<file path="config.mk">
export PLATFORM = sky130hd
export DESIGN_NAME = reg_wr_arbiter
export DESIGN_NICKNAME = d
export VERILOG_FILES = /design/src/rtl/reg_wr_pkg.sv /design/src/rtl/rr_pick.sv /design/src/rtl/reg_wr_arbiter.sv
export SDC_FILE = /design/constraint.sdc
export NUM_CORES = 1
export LEC_CHECK = 0
export CORE_MARGIN = 2
export CORE_UTILIZATION = 34
export DETAILED_ROUTE_END_ITERATION = 7
export PLACE_DENSITY = 0.78
export SKIP_CTS_REPAIR_TIMING = 1
export SLEW_MARGIN = 40
export SYNTH_ARGS = -nofsm -noshare
export SYNTH_HDL_FRONTEND = slang
export SYNTH_SLANG_ARGS = --single-unit
</file>
<file path="constraint.sdc">
create_clock -name clk -period 2.45 [get_ports clk]
set_clock_uncertainty 0.1 [all_clocks]
set_input_delay 0.49 -clock clk [delete_from_list [all_inputs] [get_ports clk]]
set_output_delay 0.49 -clock clk [all_outputs]
set_load 0.01 [all_outputs]
</file>
<file path="src/rtl/reg_wr_pkg.sv">
// Shared types and constants for the register-map write arbiter.
// Included by rr_pick and reg_wr_arbiter.
package reg_wr_pkg;

  localparam int GNT_W        = 2;
  localparam int FLAG_W       = 3;
  localparam int DEF_NUM_REQ  = 3;
  localparam int DEF_ADDR_W   = 2;
  localparam int DEF_DATA_W   = 8;
  localparam int DEF_MAX_LOCK = 8;

  localparam int OVF   = 0;
  localparam int ZERO  = 1;
  localparam int CARRY = 2;

  typedef enum logic {
    ARB    = 1'b0,
    LOCKED = 1'b1
  } arb_state_t;

endpackage

</file>
<file path="src/rtl/rr_pick.sv">
// Combinational round-robin picker: searches from last+1 upward,
// wrapping modulo N, and returns the first valid requester.
module rr_pick
  import reg_wr_pkg::*;
#(
  parameter int N = DEF_NUM_REQ
) (
  input  logic [N-1:0]     valid,
  input  logic [GNT_W-1:0] last,
  output logic [N-1:0]     onehot,
  output logic [GNT_W-1:0] idx,
  output logic             any
);

  always_comb begin
    onehot = '0;
    idx    = '0;
    any    = 1'b0;
    for (int k = 1; k <= N; k++) begin
      if (!any && valid[(int'(last) + k) % N]) begin
        any = 1'b1;
        onehot[(int'(last) + k) % N] = 1'b1;
        idx = GNT_W'((int'(last) + k) % N);
      end
    end
  end

endmodule

</file>
<file path="src/rtl/reg_wr_arbiter.sv">
// Round-robin arbiter for the register-map write port, 1-cycle registered.
// Optional grant locking is built in when REG_WR_LOCK_EN is defined.
module reg_wr_arbiter
  import reg_wr_pkg::*;
#(
  parameter int NUM_REQ  = DEF_NUM_REQ,
  parameter int ADDR_W   = DEF_ADDR_W,
  parameter int DATA_W   = DEF_DATA_W,
  parameter int MAX_LOCK = DEF_MAX_LOCK
) (
  input  logic                      clk,
  input  logic                      rst_n,
  input  logic [NUM_REQ-1:0]        req_valid,
  output logic [NUM_REQ-1:0]        req_ready,
  input  logic [NUM_REQ*ADDR_W-1:0] req_addr,
  input  logic [NUM_REQ*DATA_W-1:0] req_data,
  input  logic [NUM_REQ-1:0]        req_flag_en,
  input  logic [NUM_REQ*3-1:0]      req_flags,
  input  logic [NUM_REQ-1:0]        req_lock,
  output logic                      wr_en,
  output logic [ADDR_W-1:0]         wr_addr,
  output logic [DATA_W-1:0]         wr_data,
  output logic                      overflow_flag,
  output logic                      zero_flag,
  output logic                      carry_flag,
  output logic [GNT_W-1:0]          grant_id,
  output logic                      locked
);

  localparam int CNT_W = $clog2(MAX_LOCK + 1);

  arb_state_t          state;
  arb_state_t          state_nx;
  logic [GNT_W-1:0]    last_gnt;
  logic [GNT_W-1:0]    owner;
  logic [GNT_W-1:0]    gnt_idx;
  logic [GNT_W-1:0]    pick_idx;
  logic [NUM_REQ-1:0]  pick_oh;
  logic [NUM_REQ-1:0]  lock_req;
  logic [CNT_W-1:0]    lock_cnt;
  logic [FLAG_W-1:0]   gnt_flags;
  logic                pick_any;
  logic                xfer;

`ifdef REG_WR_LOCK_EN
  assign lock_req = req_lock;
`else
  // Without locking the FSM can never leave ARB.
  logic unused_lock;
  assign unused_lock = ^req_lock;
  assign lock_req    = '0;
`endif

  rr_pick #(
    .N(NUM_REQ)
  ) u_pick (
    .valid  (req_valid),
    .last   (last_gnt),
    .onehot (pick_oh),
    .idx    (pick_idx),
    .any    (pick_any)
  );

  always_comb begin
    state_nx  = state;
    req_ready = '0;
    gnt_idx   = pick_idx;
    xfer      = 1'b0;
    unique case (state)
      ARB: begin
        req_ready = pick_oh;
        xfer      = pick_any;
        if (pick_any && lock_req[pick_idx])
          state_nx = LOCKED;
      end
      LOCKED: begin
        gnt_idx            = owner;
        req_ready[owner]   = req_valid[owner];
        xfer               = req_valid[owner];
        if (!lock_req[owner] ||
            lock_cnt == CNT_W'(MAX_LOCK))
          state_nx = ARB;
      end
      default: state_nx = ARB;
    endcase
  end

  assign gnt_flags =
    req_flags[int'(gnt_idx)*FLAG_W +: FLAG_W];

  always_ff @(posedge clk or negedge rst_n) begin
    if (!rst_n) begin
      state    <= ARB;
      owner    <= '0;
      lock_cnt <= '0;
      last_gnt <= GNT_W'(NUM_REQ - 1);
    end else begin
      state <= state_nx;
      if (state == ARB && state_nx == LOCKED) begin
        owner    <= pick_idx;
        lock_cnt <= CNT_W'(1);
      end else if (state == LOCKED) begin
        lock_cnt <= lock_cnt + 1'b1;
      end
      // Released owner drops to lowest priority.
      if (state == LOCKED && state_nx == ARB)
        last_gnt <= owner;
      else if (xfer)
        last_gnt <= gnt_idx;
    end
  end

  always_ff @(posedge clk or negedge rst_n) begin
    if (!rst_n) begin
      wr_en         <= 1'b0;
      wr_addr       <= '0;
      wr_data       <= '0;
      overflow_flag <= 1'b0;
      zero_flag     <= 1'b0;
      carry_flag    <= 1'b0;
      grant_id      <= '0;
    end else begin
      wr_en <= xfer;
      if (xfer) begin
        wr_addr  <= req_addr[int'(gnt_idx)*ADDR_W +: ADDR_W];
        wr_data  <= req_data[int'(gnt_idx)*DATA_W +: DATA_W];
        grant_id <= gnt_idx;
      end
      if (xfer && req_flag_en[gnt_idx]) begin
        overflow_flag <= gnt_flags[OVF];
        zero_flag     <= gnt_flags[ZERO];
        carry_flag    <= gnt_flags[CARRY];
      end
    end
  end

  assign locked = (state == LOCKED);

endmodule
</file>
==> results.md <==
* First-pass GRT wire length at 5730 µm
* Antenna diodes at 0
* Die Y at 64.1 µm
* Vias in the first global route at 1338
* Violated checks: negative setup slack
* HP Class: register to register
* Critical Path RT at 1.86 ns
* Die width at 64.1 µm
* Final nets at 282
* Kind of critical path: register to output pin
* Post-synth EDFFs at 0
* Largest net degree at the start of global routing at 19
* RSZ-0062 raised after global routing: true
* Post-Syn Nets at 188
* Placed Area at 2060 µm²
* Port Buffers at 65
* Initial Util at 36.2%
* Mapped Area at 1230 µm²
* Finished Core Util at 71.5%
* Synth Register Bits at 17
* Layout area overhead at 97.7%
* Worst vdd ir at 0.612 mV
* Final period util at 113%
* CTS tree: built
* Tot Pwr at 0.00327 W
* CP top delay family: flip-flops
* Post-synth top area share at 32.7%
* Total congestion overflow at 0
* Die ar. at 4100 µm²
* Yosys top cell by area: dfrtp_1
* Slack of the critical path at -0.314 ns
* Crit path launch: last_gnt[1]
* Slew Limit Fails at 0
* CP cell instances: ha_4 > nand2b_1 > a21oi_2 > a21o_1 > mux2_2 > o21ai_1 > buf_2
* CTS Root Cell: clkbuf_4
* Post-DRT Antenna Nets at 0
* Mapped Cells at 134
* Violation count after the first detailed-route iteration at 79
* Core region area at 3390 µm²
* Min Hold Slack at 0.390 ns
* Finish-stage setup viols at 16
* Ports at 70
* Main area contributors after synthesis: dfrtp_1 (33%), mux2i_1 (11%), a21o_1 (8.0%), a211oi_1 (6.1%), nor2_1 (4.9%)
* Post-route cell area at 2420 µm²
* TritonCTS buffer count at 3
* Hold path startpoint: wr_data[1]
* Endpoints failing hold at 0
* GP Congestion at 0.933
* FMAX at 0.362 GHz
* FILL cells at 270
* Maximum buffer depth of the clock tree at 2
* Routed WL per cell at 14.8 µm
* Sequential area share after synthesis at 34.8%
* WL final at 4040 µm
* Yosys warning count at 0
* Max cap viols at 0
* Drt first pass iters at 4
* Cell Pwr Density at 1350 nW/µm²
* Most used flip-flop cell after synthesis: dfrtp_1
* Clock Latency Late Sink at 0.29 ns
* Slowest cell on the critical path: dfstp_2
* # clock sinks at 17
* Initial antenna violation count at 0
* Via count at 1390
* Post-synth ARST share at 100%
* Critical path peak fanout at 3
* Total GRT Usage at 17.6%
* Leakage at 1.06 nW
* Status: complete, but fails checks
* Slowest stage delay, CP at 0.59 ns
* Reg clk slew, reported paths at 0.10 ns
* Share of post-route cells with drive strength above 1 at 33.5%
* H-tree Lvls at 1
* Number of cell rows at 21
* Post-layout min period at 2.76 ns
* Worst Setup Start Kind: register
* Syn_area_per_cell at 9.15 µm²
* Reg-to-Reg Start: last_gnt[1]
* Crit. End Element: output pin
* Detail Placement HPWL at 2900 µm
* Crit path buf inv count at 1
* DRC errors left at 0
* Worst Path Arrival at 2.17 ns
* Number of unique standard cell types used by synthesis at 35
* Via density per instance at 5.09
## routing by layer
layer	up-vias	share of wire (%)	GRT usage [%]
met5	-	0	0
met2	48	53	31.9
met4	0	0.96	4.89
met1	666	40	20.6
met3	6	6.2	4.05
li1	670	-	-
## layout by cell type, fill, tap and decap left out, types with 4 or more instances in the layout
cell type        count
clkdlybuf4s50_1     61
buf_4               18
a21o_1              13
o21ai_0              4
nor2_2               8
inv_1                5
nand2_1              5
nor2_1               6
nand2b_1             5
a211oi_1             9
dfrtp_1             16
buf_6               11
mux2i_1             11
## worst reg2reg max path: cells and delay by family, from the launching register on
| kind | cells | cell delay (ns) |
|---|---|---|
| AO/OA/AOI/OAI | 4 | 0.98 |
| flip-flops | 1 | 0.59 |
| buffers and inverters | 4 | 0.55 |
| adder cells (fa/ha/maj) | 1 | 0.22 |
| AND/OR/NAND/NOR | 1 | 0.22 |
## logic make-up (layout without fill, tap and decap cells)
kind of cell,Yosys count,in the layout,share of synthesized area [%]
compound gates,42,42,25.5
simple gates,39,39,16.4
flops,17,17,34.8
buf+inv,17,110,7.35
mux,14,14,11.5
fa+ha+maj,4,4,4.08
other cells,1,1,0.306
## power by group
part	switching [W]	total (W)	internal [W]	leakage (nW)
combinational	0.00113	0.00260	0.00147	0.847
sequential	0.0000795	0.000515	0.000436	0.196
clock	0.0000922	0.000153	0.0000606	0.0177
## registers in the layout, indices dropped and copies added (netlist names)
signal	flops
last_gnt	2
overflow_flag	1
wr_data	8
wr_addr	2
zero_flag	1
grant_id	1
carry_flag	1
wr_en	1
## through the flow
stage                     setup TNS [ns]  std cells  setup WS (ns)
after floorplan                        0        134        0.00660
after global placement             -4.70        257         -0.508
after detailed placement           -6.46        257         -0.704
after CTS                          -5.62        261         -0.827
after global routing               -5.11        273         -0.378
final                              -3.78        273         -0.314
## cell usage after synthesis, types with 2 or more instances
library cell	number
a211oi_1	10
a21o_1	13
a221oi_1	3
buf_2	3
buf_4	2
buf_6	2
clkbuf_1	3
dfrtp_1	16
ha_1	4
inv_1	7
mux2i_1	13
nand2_1	7
nand2b_1	5
nand3b_1	3
nor2_1	16
nor2b_1	3
o21ai_0	6
## final cells by class
| type | count | area, µm² | area share, % |
|---|---|---|---|
| Inverter | 7 | 28.8 | 1.19 |
| Timing Repair Buffer | 99 | 992 | 40.9 |
| Clock buffer | 3 | 22.5 | 0.929 |
| Multi-Input combinational cell | 100 | 891 | 36.8 |
| Sequential cell | 17 | 427 | 17.6 |
| Tap cell | 46 | 57.6 | 2.37 |
| Clock inverter | 1 | 5.00 | 0.207 |
## final timing paths
check	endpoint	slack, ns	depth (start not counted)
max	req_ready[0]	-0.31	7
min	wr_data[1]	0.39	1
max reg2reg	wr_data[0]	-0.27	10
min reg2reg	wr_data[1]	0.39	1
max in group asynchronous	last_gnt[1]	1.58	2
min in group asynchronous	wr_data[7]	0.41	2
No activity file was read; power rests on OpenSTA's default activity.
